===== src/rtl/alu_result_collector.sv =====
// alu_result_collector: assembles two 4-lane ALU phases into an 8-lane vector and queues it for writeback
module alu_result_collector #(
  parameter int LANE_W = 8,
  parameter int REG_AW = 4,
  parameter int DEPTH  = 2
) (
  input  logic                clk,
  input  logic                reset,
  input  logic                alu_start,
  input  logic [REG_AW-1:0]   dest_addr,
  input  logic                out_en1,
  input  logic                out_en2,
  input  logic                alu_rdy,
  input  logic [4*LANE_W-1:0] lane_result,
  output logic                start_ok,
  output logic                wb_valid,
  output logic [REG_AW-1:0]   wb_addr,
  output logic [8*LANE_W-1:0] wb_data,
  input  logic                wb_ready,
  output logic                seq_err
);
  localparam int PW = DEPTH > 1 ? $clog2(DEPTH) : 1;
  localparam int CW = $clog2(DEPTH + 1);
  typedef enum logic [1:0] {IDLE, WAIT_P1, WAIT_P2, WAIT_RDY} state_t;
  state_t              state_q, state_d;
  logic [REG_AW-1:0]   addr_q, addr_d;
  logic [4*LANE_W-1:0] lo_q, lo_d, hi_q, hi_d;
  logic                err_q, err_d;
  logic [REG_AW-1:0]   maddr_q [DEPTH];
  logic [8*LANE_W-1:0] mdata_q [DEPTH];
  logic [PW-1:0]       wr_q, rd_q;
  logic [CW-1:0]       cnt_q;
  logic                multi, push, pop;
  function automatic logic [PW-1:0] inc(input logic [PW-1:0] p);
    return p == PW'(DEPTH - 1) ? '0 : p + PW'(1);
  endfunction
  assign start_ok = state_q == IDLE && cnt_q < CW'(DEPTH);
  assign multi    = (out_en1 & out_en2) | (out_en1 & alu_rdy) | (out_en2 & alu_rdy);
  assign push     = state_q == WAIT_RDY && alu_rdy && !multi;
  assign wb_valid = cnt_q != '0;
  assign pop      = wb_valid & wb_ready;
  assign wb_addr  = maddr_q[rd_q];
  assign wb_data  = mdata_q[rd_q];
  assign seq_err  = err_q;
  // Sequencing FSM: advance one phase per valid strobe, flag any out-of-order or overlapping event
  always_comb begin
    state_d = state_q;
    addr_d  = addr_q;
    lo_d    = lo_q;
    hi_d    = hi_q;
    err_d   = err_q | (alu_start & !start_ok) | multi | (out_en1 & state_q != WAIT_P1)
            | (out_en2 & state_q != WAIT_P2) | (alu_rdy & state_q != WAIT_RDY);
    unique case (state_q)
      IDLE: if (alu_start && start_ok) begin
        state_d = WAIT_P1;
        addr_d  = dest_addr;
      end
      WAIT_P1: if (out_en1 && !multi) begin
        state_d = WAIT_P2;
        lo_d    = lane_result;
      end
      WAIT_P2: if (out_en2 && !multi) begin
        state_d = WAIT_RDY;
        hi_d    = lane_result;
      end
      WAIT_RDY: if (push) state_d = IDLE;
      default: state_d = IDLE;
    endcase
  end
  // State, capture registers and circular writeback FIFO
  always_ff @(posedge clk) begin
    if (reset) begin
      state_q <= IDLE;
      addr_q  <= '0;
      lo_q    <= '0;
      hi_q    <= '0;
      err_q   <= 1'b0;
      wr_q    <= '0;
      rd_q    <= '0;
      cnt_q   <= '0;
      for (int i = 0; i < DEPTH; i++) begin
        maddr_q[i] <= '0;
        mdata_q[i] <= '0;
      end
    end else begin
      state_q <= state_d;
      addr_q  <= addr_d;
      lo_q    <= lo_d;
      hi_q    <= hi_d;
      err_q   <= err_d;
      if (push) begin
        maddr_q[wr_q] <= addr_q;
        mdata_q[wr_q] <= {hi_q, lo_q};
        wr_q          <= inc(wr_q);
      end
      if (pop) rd_q <= inc(rd_q);
      cnt_q <= cnt_q + CW'(push) - CW'(pop);
    end
  end
endmodule


===== config.mk =====
export PLATFORM = sky130hd
export DESIGN_NAME = alu_result_collector
export DESIGN_NICKNAME = d
export VERILOG_FILES = /design/src/rtl/alu_result_collector.sv
export SDC_FILE = /design/constraint.sdc
export NUM_CORES = 1
export LEC_CHECK = 0
export ABC_AREA = 1
export BUFFER_PORTS_ARGS = -buffer_cell sky130_fd_sc_hd__buf_2
export CAP_MARGIN = 10
export CORE_UTILIZATION = 52
export CTS_CLUSTER_DIAMETER = 50
export DETAILED_ROUTE_END_ITERATION = 6
export PLACE_DENSITY = 0.76
export SETUP_SLACK_MARGIN = 0.15
export SKIP_LAST_GASP = 1
export SYNTH_ARGS = -nofsm -noshare
export SYNTH_HDL_FRONTEND = slang
export SYNTH_SLANG_ARGS = --single-unit

===== constraint.sdc =====
create_clock -name clk -period 3 [get_ports clk]
set_clock_uncertainty 0.15 [all_clocks]
set_input_delay 0.15 -clock clk [delete_from_list [all_inputs] [get_ports clk]]
set_output_delay 0.15 -clock clk [all_outputs]
set_load 0.05 [all_outputs]

; After elaboration in Yosys (flattened, before gate mapping)
; Memories as Yosys holds them, arrays and structs flattened. A register that Yosys moved wholly into a read port is not among the register bits.
; Index checks and enable logic that the tools add are counted.
[word_totals]
reg_bits = 75
ramBits = 136
out_inout_bits = 71
wordCells = 78
mem_count = 2
[op_classes]
n_addsub = 4
order_cmp = 1
eq_ne = 10
n_mux = 22
bitwise_logic = 15
n_reduce_logical = 16
[mem_list]
columns = name, words, width, rd, rd_ports_with_merged_regs, write_ports, line
row1 = mdata_q, 2, 64, 1, 1, 2, 30  ; logic [8*LANE_W-1:0] mdata_q [DEPTH];
row2 = maddr_q, 2, 4, 1, 1, 2, 29  ; logic [REG_AW-1:0] maddr_q [DEPTH];
[ops]
columns = op, n
row1 = $mux 64, 1
row2 = $reduce_or 64->1, 1
row3 = $mux 1, 15
row4 = $ne 2x2->1 const B, 5
row5 = $and 1x1->1, 8
row6 = $mux 2, 4
row7 = $pmux 2 s4, 1
row8 = $or 1x1->1, 7
row9 = $logic_and 1x1->1, 6
row10 = $reduce_and 2->1, 3
row11 = $eq 2x2->1 const B, 2
row12 = $mux 4, 1
row13 = $ne 2x1->1 const B, 2
row14 = $reduce_and 4->1, 1
row15 = $reduce_or 4->1, 1
row16 = $add 1x1->1 const B, 2
row17 = $add 2x1->2, 1
row18 = $eq 2x1->1 const B, 1
row19 = $logic_not 1->1, 2
row20 = $logic_not 2->1, 1
row21 = $lt 2x2->1 const B, 1
row22 = $reduce_bool 2->1, 1
row23 = $sub 2x1->2, 1

; Logic depth before layout (Yosys ltp)
; Gate-level depths: netlist of the first run.
[depth]
depth_word = 10
mapped_depth = 10
ltp_nobuf = 10

; Worst setup path after synthesis of the first run
; OpenSTA, ideal clock, no wires.
[synth_timing]
path_kind = register to register
startpoint = register state_q[0]
endpoint = memory maddr_q[1][0] (enable)
arrival_ps = 2621
t_required_ps = 2422
setup_slack_ps = -199
path_stages_with_launch = 8
n_path_buf = 2
synth_period_minus_slack_ps = 3199
path_cell_list = dfxtp_1 -> ha_1 -> nand2_1 -> inv_1 -> nand4_2 -> buf_2 -> buf_4 -> nand2_1
[synth_rtl]
columns = element, line
row1 = start: declaration, 25  ; state_t state_q, state_d;
row2 = start signal: assignment, 86  ; state_q <= state_d;
row3 = end: declaration, 29

==> results of run 1 <==
-- cell families after synthesis --
family / share of synthesized area (%)
compound gates: 8.69
mux: 9.01
fa+ha+maj: 0.884
xor+xnor: 0.103
flops: 66.0
buf+inv: 6.72
simple gates: 8.62
-- power groups by stage --
stage / logic (mW) / clock network (mW) / registers [mW]
3_3_place_gp: 1.53 / 0 / 3.44
5_1_grt: 1.72 / 2.76 / 3.40
6_report: 1.61 / 2.60 / 3.38
3_5_place_dp: 1.54 / 0 / 3.44
2_1_floorplan: 1.26 / 0 / 3.38
4_1_cts: 1.61 / 2.64 / 3.38
-- cell type report --
class | count | area share [%]
multi-input combinational | 397 | 22.9
inverter | 85 | 3.09
tap | 216 | 2.61
timing repair buffer | 165 | 10.4
clock buffer | 33 | 6.12
clock inverter | 6 | 0.617
sequential | 212 | 54.2
-- layer usage --
| layer | global-route usage (%) | up-vias |
|---|---|---|
| met4 | 5.95 | 0 |
| met1 | 27.0 | 2624 |
| met2 | 32.9 | 155 |
| met5 | 0 | - |
| met3 | 3.16 | 30 |
| li1 | - | 2781 |
-- critical path, delay by kind of cell, from the launching register on --
kind	cells	cell delay, ns
buf+inv	2	0.51
mux	1	0.39
flops	1	0.70
-- worst paths after layout --
path         slack (ns)  cells past startpoint        from              to
max                0.60                      3        flop     wb_data[58]
min                0.09                      6     alu_rdy            wr_q
max reg2reg        0.72                      8  state_q[0]  mdata_q[0][51]
min reg2reg        0.31                      1        rd_q            flop
-- state kept, by name, indices dropped and copies added (netlist names), named ones only --
signal	cells
seq_err	1
addr_q	4
hi_q	32
cnt_q	2
rd_q	1
lo_q	32
maddr_q	8
wr_q	1
state_q	2
mdata_q	128
-- synth_stat cells, drive strengths merged, types with 5 or more instances --
cell / n
a21oi: 74
nand2: 18
o21ai: 72
nand3: 5
inv: 85
buf: 30
ha: 6
mux2: 68
edfxtp: 136
dfxtp: 76
clkbuf: 12
nor2: 148
-- through the flow --
stage	cells	util (%)
after floorplan	736	-
after global placement	1031	57.7
after detailed placement	1031	57.7
after CTS	1114	64.9
after global routing	1114	64.9
final	1114	64.9
==> run metrics, run 1 <==
status=finished, final reports clean; fmax=0.417 GHz; Worst Tran Pin Value=0.902 ns; Resized Gates After CTS=0; first-pass GRT wire length=26.0 mm; nets@finish=932; top layer in use=met4; chip height=130 um; Switching Share=29.8%; antenna violations before repair=0; postcts setup bufs=0; FF/Latch Area=5610 um^2; largest net degree at the start of global routing=70; htree depth=1; post-synth cell types=23; post-synthesis sequential area ratio=66.0%; drt pass-1 iters=5; Post-synth EDFFs=136; most frequent cells in the layout=nor2_1, edfxtp_1, buf_2; DR WL/cell=15.0 um; chip width=130 um; Final Setup Violations=0; Post-Synthesis Cells=736; footprint of the multi-input gates=2370 um^2; P_sw=2.26 mW; CP required=2.70 ns; CTS tree=built; I/O pin total=114; flops & latches, synth=212; FILL cells=1269; CP startpoint kind=flop; cts hold-fix bufs=44; ys async rst share=0%; max-slew violation count=0; PwrDens=734 nW/um^2; final worst slack=0.604 ns; average cell area after synthesis=11.5 um^2; GR Overflow Total=0; CTS max path bufs=3; clock slew at reported path FFs=0.06 ns; Slew headroom=39.9%; Detailed Route WL=16.7 mm; sequential share of power=44.6%; Max Cap Viol=0; fin crit share=79.9%; power consumption=7.59 mW; TNS Setup=0 ns; crit path DAT=2.10 ns; Synth area leaders=edfxtp_1, dfxtp_1, mux2_2; WS Path Type=reg2out; IO Port Bufs=113; met2 routed WL=7.99 mm; clock share of power=34.3%; # DRC=0; starting density of the core=53.3%; Hold WS=0.0884 ns; area share of the largest cell type after synthesis=48.1%; number of global-route vias before repair=5253; post-synthesis cell area=8500 um^2; combinational power share=21.2%; Place WS=0.732 ns; Final Cell Area=10300 um^2; Leakage=3.89 nW; clk root buf=clkbuf_16; antenna viol nets, final=0; Avg Vias per Cell=5.02; DP HPWL=9.48 mm; share of layout cells above drive strength 1=27.2%; Cell Area, Placed=9200 um^2; CTS Buf Count=22; worst path cell trace=buf_12, mux2_2, buf_2; Site Rows=46; Net Count, Synth=785; Worst Hold Class=in2reg; crit end category=output port; synth warn=0; GRT Util Overall=19.8%; GPL Wtd Cong=0.812; CP max-delay cell=dfxtp_4; die footprint=16900 um^2; CP Max Fanout=38; internal power=5.32 mW; post-synth top area cell=edfxtp_1; crit path time final=2.40 ns; Primary FF master, synth=edfxtp_1; Final Hold Violating Endpoints=0; clk_lat worst skew=0.49 ns; area delta synth->final=21.7%; biggest cell delay along the critical path=0.70 ns; clock sink count=212; routed vias=5590; RSZ-0062 raised after global routing=no; Met3 Routed Length=896 um; area of the core=15900 um^2; VDD IR-drop max=0.446 mV; wire length on met1=7.52 mm; number of antenna diodes=0; DRT iter0 DRCs=298
Note: power is estimated with default switching activity, not from simulation.
==> run 2: changes to the inputs <==
ABC_AREA = 0   (was 1)
clock period = 2.2 ns   (was 3 ns; I/O delays follow)
==> run 2 against run 1 <==
  * Synthesized area increased by 2.3%
  * Global-route usage up 3.5 points
  * Die area is 2.2% higher
  * Routed wire length rose by 23%
  * Final area up 5.4%
  * Flip-flop and latch count unchanged
  * Count of clock-buffer cells in the layout shrank 6
  * Critical endpoint is now wb_data[18]
  * Largest cell class unchanged
  * Largest power group unchanged
==> run metrics, run 2 <==
WP depth=3 (unchanged); Slew headroom=64.5% (+25 points); drt pass-1 iters=7 (+2); clock slew at reported path FFs=0.06 ns (about the same); CP Max Fanout=17 (-55%); Primary FF master, synth=edfxtp_1; CTS max path bufs=3 (unchanged); Hold WS=0.272 ns (+0.184 ns); routed vias=5894 (+5.4%); most common cell in the synthesized netlist=and2_1; hold depth=4 (-2); biggest cell delay along the critical path=0.48 ns (-0.22 ns); average cell area after synthesis=12.1 um^2 (+4.7%); Final Setup Violations=0 (unchanged); crit path time final=2.07 ns; first-pass GRT wire length=31.4 mm (+21%); Final Hold Violating Endpoints=0 (unchanged); Post-Synthesis Cells=719 (-2.3%); min-delay src=lane_result[30]; synth warn=0 (unchanged); number of global-route vias before repair=6163 (+17%); Biggest register=mdata_q; final worst slack=0.132 ns (-0.473 ns); Avg Vias per Cell=5.31 (+5.8%); post-synth cell types=35 (+52%); area delta synth->final=25.5%; power consumption=10.9 mW (+44%); Post-synth EDFFs=136 (unchanged); fin crit share=94.0%; Met3 Routed Length=1.15 mm (+28%); post-synthesis cell area=8690 um^2 (+2.3%); top cells by count, synth=and2_1, edfxtp_1, nand2_1, dfxtp_1, a21oi_1; WP buf/inv=2 (unchanged); RSZ-0062 raised after global routing=yes; crit path DAT=1.81 ns (-0.29 ns); # DRC=0 (unchanged); IO Port Bufs=113 (unchanged); Cell Area, Placed=9560 um^2 (+3.9%); Final Cell Area=10900 um^2 (+5.4%); ys async rst share=0% (unchanged); clk_lat worst skew=0.51 ns (+0.02 ns); GRT Util Overall=23.3% (+3.5 points); nets@finish=926 (-0.64%); antenna viol nets, final=0 (unchanged); I/O pin total=114 (unchanged); Max Cap Viol=0 (unchanged); Leakage=4.21 nW (+8.3%); worst reg2reg endpoint=cnt_q[1]; placed insts=1018 (-1.3%); clk root buf=clkbuf_16; flip-flop count of the largest register after layout=128 (unchanged); DP HPWL=11.7 mm (+24%); TNS Setup=0 ns (unchanged); starting density of the core=53.9% (+0.62 points); CP required=1.94 ns (-0.76 ns); status=finished, final reports clean; most frequent cells in the layout=and2_1, edfxtp_1, nand2_1; share of layout cells above drive strength 1=28.5% (+1.4 points); chip height=131 um (+1.1%); chip width=131 um (+1.1%); Net Count, Synth=768 (-2.2%); antenna violations before repair=0 (unchanged); met2 routed WL=10.8 mm (+35%); Worst Tran Pin Value=0.533 ns (-0.369 ns); flops & latches, synth=212 (unchanged); R2R Setup Slk=0.22 ns (-0.50 ns); crit-path leading delay family=flip-flops; CTS tree=built; crit end category=output port; Site Rows=46 (unchanged); wire length on met1=7.88 mm (+4.7%); GPL Wtd Cong=0.824 (+1.5%); top layer in use=met4; post-synth top area cell=edfxtp_1; GR Overflow Total=0 (unchanged); Hold Crit Endpoint=hi_q[30]; Place WS=0.225 ns (-0.507 ns); CP startpoint kind=flop; htree depth=1 (unchanged); clock sink count=212 (unchanged); WS Path Type=reg2out; reg2reg path depth=8 (unchanged); biggest regs=mdata_q x128, hi_q x32, lo_q x32; Detailed Route WL=20.5 mm (+23%); r2r startpoint=cnt_q[1]; PwrDens=1000 nW/um^2 (+36%); VDD IR-drop max=0.716 mV (+61%); post-synthesis sequential area ratio=64.5% (-1.5 points); Synth area leaders=edfxtp_1, dfxtp_1, and2_1; area share of the largest cell type after synthesis=47.0% (-1.1 points); fmax=0.484 GHz; area of the core=16100 um^2 (+1.1%); DR WL/cell=18.5 um (+23%); CTS Buf Count=23 (+4.5%); DRT iter0 DRCs=429 (+44%); CP max-delay cell=dfxtp_4; max-slew violation count=0 (unchanged); Worst Hold Class=in2reg; die footprint=17200 um^2 (+2.2%); Util after Layout=67.6% (+2.8 points); worst path cell trace=buf_16, mux2_2, buf_2; FILL cells=1160 (-8.6%); number of antenna diodes=0 (unchanged); non-filler cells, final=1110 (-0.36%); largest net degree at the start of global routing=69 (-1.4%)
-- run 2: changes by cell type in the layout (fill, tap and decap cells not counted), sizes merged, moves of 6 or more --
cell / before / now
and2: 0 / 137
buf: 121 / 133
clkinv: 3 / 9
inv: 85 / 7
o21ai: 72 / 1
nor2: 148 / 7
nand2: 18 / 135
-- run 2: worst min-delay path, delay by kind of cell --
kind | cells | cell delay (ns)
and+or+nand+nor | 1 | 0.05
buffers and inverters | 2 | 0.67
AOI/OAI and AO/OA | 1 | 0.05
-- run 2: power breakdown --
part           switching (mW)  internal (mW)
Sequential              0.134           4.42
Combinational            1.67          0.896
Clock                    1.53           2.26
-- run 2: timing repair --
item / in CTS / in global routing
pin swaps: 0 / 3
endpoints found under the setup margin: 69 / 46
setup buffers: 0 / 1
gates cloned: 2 / 2
hold buffers: 45 / 0
hold endpoints to repair: 76 / 0
resized for setup: 5 / 7
-- run 2: cell type report --
cell class	instances	area (um^2)	area share, %
Clock inverter	15	135	1.24
Clock buffer	27	621	5.69
Sequential cell	212	5610	51.5
Timing Repair Buffer	179	1330	12.2
Tap cell	216	270	2.48
Multi-Input combinational cell	457	2920	26.8
Inverter	4	15.0	0.138
-- run 2: cell families after synthesis --
logic type | after synthesis | synth area share (%)
flip-flops | 212 | 64.5
multiplexers | 70 | 9.05
adder cells (fa/ha/maj) | 6 | 0.864
buffers and inverters | 50 | 2.58
AND/OR/NAND/NOR | 302 | 18.1
XOR/XNOR | 4 | 0.403
AO/OA/AOI/OAI | 75 | 4.51
-- run 2: worst max-delay path by stage --
stage | start | endpoint | slack, ns
after floorplan | state_q[1] | maddr_q[0][0] | -0.04
after global placement | cnt_q[1] | cnt_q[1] | 0.31
after detailed placement | cnt_q[1] | cnt_q[1] | 0.22
after CTS | flop | wb_data[25] | 0.12
after global routing | cnt_q[1] | cnt_q[1] | 0.1
final | flop | wb_data[18] | 0.13
-- run 2: metal layers --
layer,vias up,GRT usage [%]
met5,-,0
met4,0,8.20
met3,57,4.01
met2,214,43.9
met1,2856,26.2
li1,2767,-
